$ cat config.mk
export PLATFORM = sky130hd
export DESIGN_NAME = mrsc_encoder_pipe_flat
export DESIGN_NICKNAME = d
export VERILOG_FILES = /design/src/rtl/mrsc_encoder_pipe_pkg.sv /design/src/rtl/mrsc_encoder_pipe_if.sv /design/src/rtl/mrsc_skid_buf.sv /design/src/rtl/mrsc_encoder_pipe.sv /design/src/flat_wrapper.sv
export SDC_FILE = /design/constraint.sdc
export NUM_CORES = 1
export LEC_CHECK = 0
export BUFFER_PORTS_ARGS = -buffer_cell sky130_fd_sc_hd__buf_2
export CAP_MARGIN = 25
export CORE_MARGIN = 5
export CORE_UTILIZATION = 39
export DETAILED_ROUTE_END_ITERATION = 7
export GPL_ROUTABILITY_DRIVEN = 0
export GPL_TIMING_DRIVEN = 1
export PLACE_DENSITY = 0.65
export SLEW_MARGIN = 20
export SYNTH_ARGS = -nofsm -noshare
export SYNTH_HDL_FRONTEND = slang
export SYNTH_SLANG_ARGS = --single-unit
export TNS_END_PERCENT = 100
$ cat constraint.sdc
create_clock -name clk -period 1.98 [get_ports clk]
set_input_delay 0 -clock clk [delete_from_list [all_inputs] [get_ports clk]]
set_output_delay 0 -clock clk [all_outputs]
set_load 0.03 [all_outputs]
$ cat src/rtl/mrsc_encoder_pipe_pkg.sv
// MRSC shared types, field offsets and the codeword encoder.
// Used by both the encoder pipe and mrsc_decoder.
package mrsc_pkg;

  typedef logic [15:0] mrsc_data_t;
  typedef logic [31:0] mrsc_word_t;

  localparam int DATA_LSB = 16;
  localparam int DIAG_LSB = 12;
  localparam int PAR_LSB  = 8;
  localparam int CHK_LSB  = 0;

  typedef enum logic {
    INJ_IDLE,
    INJ_ARMED
  } inj_state_e;

  // Nibble bit X1 is X[3], X4 is X[0].
  function automatic mrsc_word_t mrsc_encode(
    input mrsc_data_t d
  );
    logic [3:0] a, b, c, e;
    logic [3:0] diag, par;
    logic [7:0] chk;
    mrsc_word_t w;
    a = d[15:12];
    b = d[11:8];
    c = d[7:4];
    e = d[3:0];
    diag[3] = a[3] ^ b[2] ^ c[3] ^ e[2];
    diag[2] = a[1] ^ b[0] ^ c[1] ^ e[0];
    diag[1] = a[2] ^ b[3] ^ c[2] ^ e[3];
    diag[0] = a[0] ^ b[1] ^ c[0] ^ e[1];
    par[3]  = a[3] ^ b[3] ^ c[3] ^ e[3];
    par[2]  = a[1] ^ b[1] ^ c[1] ^ e[1];
    par[1]  = a[2] ^ b[2] ^ c[2] ^ e[2];
    par[0]  = a[0] ^ b[0] ^ c[0] ^ e[0];
    chk = {a[3] ^ a[1], a[2] ^ a[0],
           b[3] ^ b[1], b[2] ^ b[0],
           c[3] ^ c[1], c[2] ^ c[0],
           e[3] ^ e[1], e[2] ^ e[0]};
    w = '0;
    w[DATA_LSB +: 16] = d;
    w[DIAG_LSB +: 4]  = diag;
    w[PAR_LSB +: 4]   = par;
    w[CHK_LSB +: 8]   = chk;
    return w;
  endfunction

endpackage

$ cat src/rtl/mrsc_encoder_pipe_if.sv
// Valid/ready stream bundle for the MRSC encoder pipe.
// master drives valid/data, slave drives ready.
interface mrsc_stream_if #(
  parameter int W = 16
) ();
  logic         valid;
  logic         ready;
  logic [W-1:0] data;

  modport master (
    output valid,
    output data,
    input  ready
  );

  modport slave (
    input  valid,
    input  data,
    output ready
  );
endinterface

$ cat src/rtl/mrsc_skid_buf.sv
// Two-entry valid/ready buffer: output register plus skid register.
// in_ready is registered and drops only when the skid entry is held.
module mrsc_skid_buf #(
  parameter int W = 32
) (
  input  logic         clk,
  input  logic         rst_n,
  input  logic         in_valid_i,
  output logic         in_ready_o,
  input  logic [W-1:0] in_data_i,
  output logic         out_valid_o,
  input  logic         out_ready_i,
  output logic [W-1:0] out_data_o
);

  logic         ovld_q, ovld_d;
  logic         svld_q, svld_d;
  logic         rdy_q;
  logic [W-1:0] odat_q, odat_d;
  logic [W-1:0] sdat_q, sdat_d;
  logic         in_fire, out_free;

  assign in_fire  = in_valid_i & rdy_q;
  assign out_free = !ovld_q | out_ready_i;

  always_comb begin
    ovld_d = ovld_q;
    odat_d = odat_q;
    svld_d = svld_q;
    sdat_d = sdat_q;
    if (out_free) begin
      if (svld_q) begin
        ovld_d = 1'b1;
        odat_d = sdat_q;
        svld_d = in_fire;
        if (in_fire) sdat_d = in_data_i;
      end else begin
        ovld_d = in_fire;
        if (in_fire) odat_d = in_data_i;
      end
    end else if (in_fire) begin
      svld_d = 1'b1;
      sdat_d = in_data_i;
    end
  end

  always_ff @(posedge clk or negedge rst_n) begin
    if (!rst_n) begin
      ovld_q <= 1'b0;
      odat_q <= '0;
      svld_q <= 1'b0;
      sdat_q <= '0;
      rdy_q  <= 1'b0;
    end else begin
      ovld_q <= ovld_d;
      odat_q <= odat_d;
      svld_q <= svld_d;
      sdat_q <= sdat_d;
      rdy_q  <= !svld_d;
    end
  end

  assign in_ready_o  = rdy_q;
  assign out_valid_o = ovld_q;
  assign out_data_o  = odat_q;

endmodule

$ cat src/rtl/mrsc_encoder_pipe.sv
// MRSC encoder stage: 16-bit data in, 32-bit codeword out,
// skid-buffered, with a one-shot codeword corruption arm.
module mrsc_encoder_pipe
  import mrsc_pkg::*;
#(
  parameter int CNT_W     = 16,
  parameter int INJECT_EN = 1
) (
  input  logic             clk,
  input  logic             rst_n,
  mrsc_stream_if.slave     in_if,
  mrsc_stream_if.master    out_if,
  input  logic             inj_arm,
  input  mrsc_word_t       inj_mask,
  output logic             inj_pending,
  output logic [CNT_W-1:0] word_count
);

  inj_state_e       state_q;
  mrsc_word_t       mask_q;
  logic [CNT_W-1:0] cnt_q;
  logic             in_fire, arm_en;
  mrsc_word_t       code;

  assign in_fire = in_if.valid & in_if.ready;
  assign arm_en  = (INJECT_EN != 0) & inj_arm;

  // A re-arm on the consuming beat keeps ARMED for the next word.
  always_ff @(posedge clk or negedge rst_n) begin
    if (!rst_n) begin
      state_q <= INJ_IDLE;
      mask_q  <= '0;
    end else if (arm_en) begin
      state_q <= INJ_ARMED;
      mask_q  <= inj_mask;
    end else if (in_fire) begin
      state_q <= INJ_IDLE;
    end
  end

  always_ff @(posedge clk or negedge rst_n) begin
    if (!rst_n) cnt_q <= '0;
    else if (in_fire) cnt_q <= cnt_q + 1'b1;
  end

  assign code = mrsc_encode(in_if.data) ^
    ((state_q == INJ_ARMED) ? mask_q : '0);

  mrsc_skid_buf #(
    .W(32)
  ) u_skid (
    .clk        (clk),
    .rst_n      (rst_n),
    .in_valid_i (in_if.valid),
    .in_ready_o (in_if.ready),
    .in_data_i  (code),
    .out_valid_o(out_if.valid),
    .out_ready_i(out_if.ready),
    .out_data_o (out_if.data)
  );

  assign inj_pending = (state_q == INJ_ARMED);
  assign word_count  = cnt_q;

endmodule

$ cat src/flat_wrapper.sv
// flat-port wrapper written by rule: the top's interface ports become plain ports
module mrsc_encoder_pipe_flat import mrsc_pkg::*;
#(
  parameter int CNT_W     = 16,
  parameter int INJECT_EN = 1
)
  (clk, rst_n, inj_arm, inj_mask, inj_pending, word_count, in_if_valid, in_if_data, in_if_ready, out_if_valid, out_if_data, out_if_ready);
  mrsc_stream_if #(.W(16)) in_if_i ();
  mrsc_stream_if #(.W(32)) out_if_i ();
  input  logic clk;
  input  logic rst_n;
  input  logic inj_arm;
  input  mrsc_word_t inj_mask;
  output logic inj_pending;
  output logic [CNT_W-1:0] word_count;
  input wire logic [$bits(in_if_i.valid)-1:0] in_if_valid;
  input wire logic [$bits(in_if_i.data)-1:0] in_if_data;
  output wire logic [$bits(in_if_i.ready)-1:0] in_if_ready;
  output wire logic [$bits(out_if_i.valid)-1:0] out_if_valid;
  output wire logic [$bits(out_if_i.data)-1:0] out_if_data;
  input wire logic [$bits(out_if_i.ready)-1:0] out_if_ready;
  assign in_if_i.valid = in_if_valid;
  assign in_if_i.data = in_if_data;
  assign in_if_ready = in_if_i.ready;
  assign out_if_valid = out_if_i.valid;
  assign out_if_data = out_if_i.data;
  assign out_if_i.ready = out_if_ready;
  mrsc_encoder_pipe #(.CNT_W(CNT_W), .INJECT_EN(INJECT_EN)) u_core (.clk(clk), .rst_n(rst_n), .in_if(in_if_i), .out_if(out_if_i), .inj_arm(inj_arm), .inj_mask(inj_mask), .inj_pending(inj_pending), .word_count(word_count));
endmodule
==> qor.yml <==
outcome: "completed"
synth.distinct_cells: 37
synth_cells: 486
start_util_pct: 39.3
cap_violations: 0
p_per_area_nw_per_um2: 1490
rows: 43
vias_per_cell: 4.79
maxSlewHeadroom_pct: 51.9
layout-drive-gt1-share_pct: 31.3
gr-total-overflow: 0
worst_r2r_endpoint: "u_core.u_skid.out_data_o[11]"
min_period_over_period_pct: 85.5
tns_ns: 0
wl_um: 12600
grt.total_usage_pct: 16.5
worst-setup-path-type: "reg2reg"
r2r_slack_ns: 0.29
drc: 0
cp.arrival_ns: 1.97
vias: 3960
die-area_sq_um: 16300
area_delta_synth_final_pct: 32.3
cts_sinks: 116
ys_warn_count: 0
setup_viol: 0
clk_pin_slew_ns: 0.05
avgSynthCellArea_sq_um: 11.1
reg2reg_depth: 5
firstDrtPassIters: 4
hold_class: "in2async"
reg2reg_from: "u_core.u_skid.out_valid_o"
endpoint_kind: "flip-flop"
cts_inserted_buffers: 17
grt_pass1_wl_um: 21200
fin_skew_ns: 0.00540
ys_seq_area_share_pct: 53.8
synth_fp_nets: 540
layout_common_cells: "dfrtp_1, buf_2, nand2_1"
fmax_ghz: 0.591
cts-root-buf: "clkbuf_16"
antenna_cells: 0
hold_viol: 0
grt_max_degree: 79
critical_path.max_fanout: 22
clockBufferDepth: 2
area.sequential_sq_um: 2900
period_minus_slack_ns: 1.69
multiInputGateArea_sq_um: 2370
cts_tree: "built"
grt_pass1_vias: 4080
place_hpwl_um: 9270
startpoint: "u_core.u_skid.out_valid_o"
routedWlPerCell_um: 15.3
rsz0062_at_grt: "false"
ant_nets: 0
final_common_cell: "dfrtp_1"
ys_ff_latch: 116
fin_util_pct: 52.0
tightest_slew_ns: 0.721
ios: 104
worstSetupEndpoint: "u_core.u_skid.out_data_o[11]"
post_cts_buffers: 0
htree_levels: 4
p_leak_uw: 0.00331
die_w_um: 128
startpoint_type: "flip-flop"
port_buffers: 103
core_area_sq_um: 13700
slew_violations: 0
fp.dieH_um: 128
fillers: 1224
antenna_found_initial: 0
required_ns: 2.26
synthesis.area_sq_um: 5390
initialDrtViolationCount: 135
clk_latency_ns: 0.41
fin_nets: 687
vdd_ir_drop_max_v: 0.000645
-- flip-flops by register name, summed over array words and instances, names as in the netlist --
signal	flops
u_core.u_skid.svld_q	1
u_core.mask_q	32
u_core.u_skid.in_ready_o	1
u_core.u_skid.out_data_o	32
u_core.u_skid.out_valid_o	1
u_core.u_skid.sdat_q	32
u_core.word_count	16
u_core.inj_pending	1
-- per-layer routing --
layer	wire, um	up-vias	global-route usage [%]
met1	6040	1922	22.3
met3	688	9	5.18
met5	0	-	0
met4	144	0	5.06
li1	-	1934	-
met2	5730	95	25.5
-- cells in the mapped netlist, drive strengths merged --
master / number / area (sq um)
o211ai: 10 / 75.1
and4: 1 / 8.76
mux2i: 8 / 80.1
ha: 1 / 12.5
o21ai: 43 / 230
buf: 10 / 50.1
clkbuf: 17 / 63.8
xor3: 1 / 23.8
a31oi: 1 / 6.26
nand2b: 1 / 6.26
or3b: 2 / 17.5
inv: 4 / 15.0
xor2: 21 / 206
nand3: 15 / 75.1
nand2: 96 / 360
nor3: 4 / 20.0
o21a: 8 / 60.1
nand4: 3 / 18.8
a21o: 1 / 7.51
a21oi: 7 / 35.0
dfrtp: 116 / 2900
xnor3: 2 / 45.0
nor2: 9 / 33.8
and2: 1 / 6.26
nor4: 3 / 25.0
xnor2: 45 / 402
mux2: 51 / 574
nor2b: 1 / 6.26
and3: 4 / 25.0
-- report_power, final --
part           total (uW)  internal (uW)  switching (uW)
clock network        2950           1910            1030
registers            3690           3190             503
logic                3970           1520            2450
total               10600           6630            3990
-- how the worst min path moves through the flow --
stage	from	to	slack, ns	depth (start not counted)
4_1_cts	rst_n	u_core.u_skid.out_data_o[28]	0.001	2
5_1_grt	in_if_data[1]	u_core.u_skid.sdat_q[17]	0.02	3
3_3_place_gp	rst_n	u_core.u_skid.out_data_o[27]	-0.13	1
3_5_place_dp	rst_n	u_core.u_skid.out_data_o[27]	-0.12	1
6_report	rst_n	u_core.u_skid.out_data_o[27]	0.004	2
2_1_floorplan	rst_n	u_core.inj_pending	-0.30	0
-- per-stage QoR --
step / power (uW) / instance area [sq um] / setup slack, ns / hold slack (ns) / instances
after floorplan: 6470 / 5390 / 0.292 / -0.296 / 486
after global placement: 7570 / 6150 / 0.383 / -0.128 / 754
after detailed placement: 7700 / 6150 / 0.293 / -0.120 / 754
after CTS: 10700 / 7130 / 0.271 / 0.00130 / 826
after global routing: 11300 / 7130 / 0.0848 / 0.0213 / 826
final: 10600 / 7130 / 0.288 / 0.00410 / 826
-- repair_timing --
action	in CTS	in global routing
hold endpoints to repair	155	0
hold buffers	40	0
resized for setup	0	0
-- kinds of logic after synthesis --
family                   count (synthesis)  share of synthesized area (%)
adder cells (fa/ha/maj)                  1                          0.232
multiplexers                            59                           12.1
XOR/XNOR                                69                           12.6
AND/OR/NAND/NOR                        140                           11.2
AO/OA/AOI/OAI                           70                           7.68
buffers and inverters                   31                           2.39
flip-flops                             116                           53.8
-- layout make-up --
class	count	share of cell area [%]
clock buffer	24	7.17
multi-input combinational	339	33.3
sequential	116	40.7
tap	180	3.16
clock inverter	8	1.02
timing repair buffer	155	14.5
inverter	4	0.210
-- worst max-delay path: stages (launching register included) --
cell and delay, ns:
dfrtp_1 0.36, nor2b_1 0.41, a21oi_2 0.11, buf_4 0.24, nand3_1 0.08, or3b_1 0.35
Note: power is estimated with default switching activity, not from simulation.
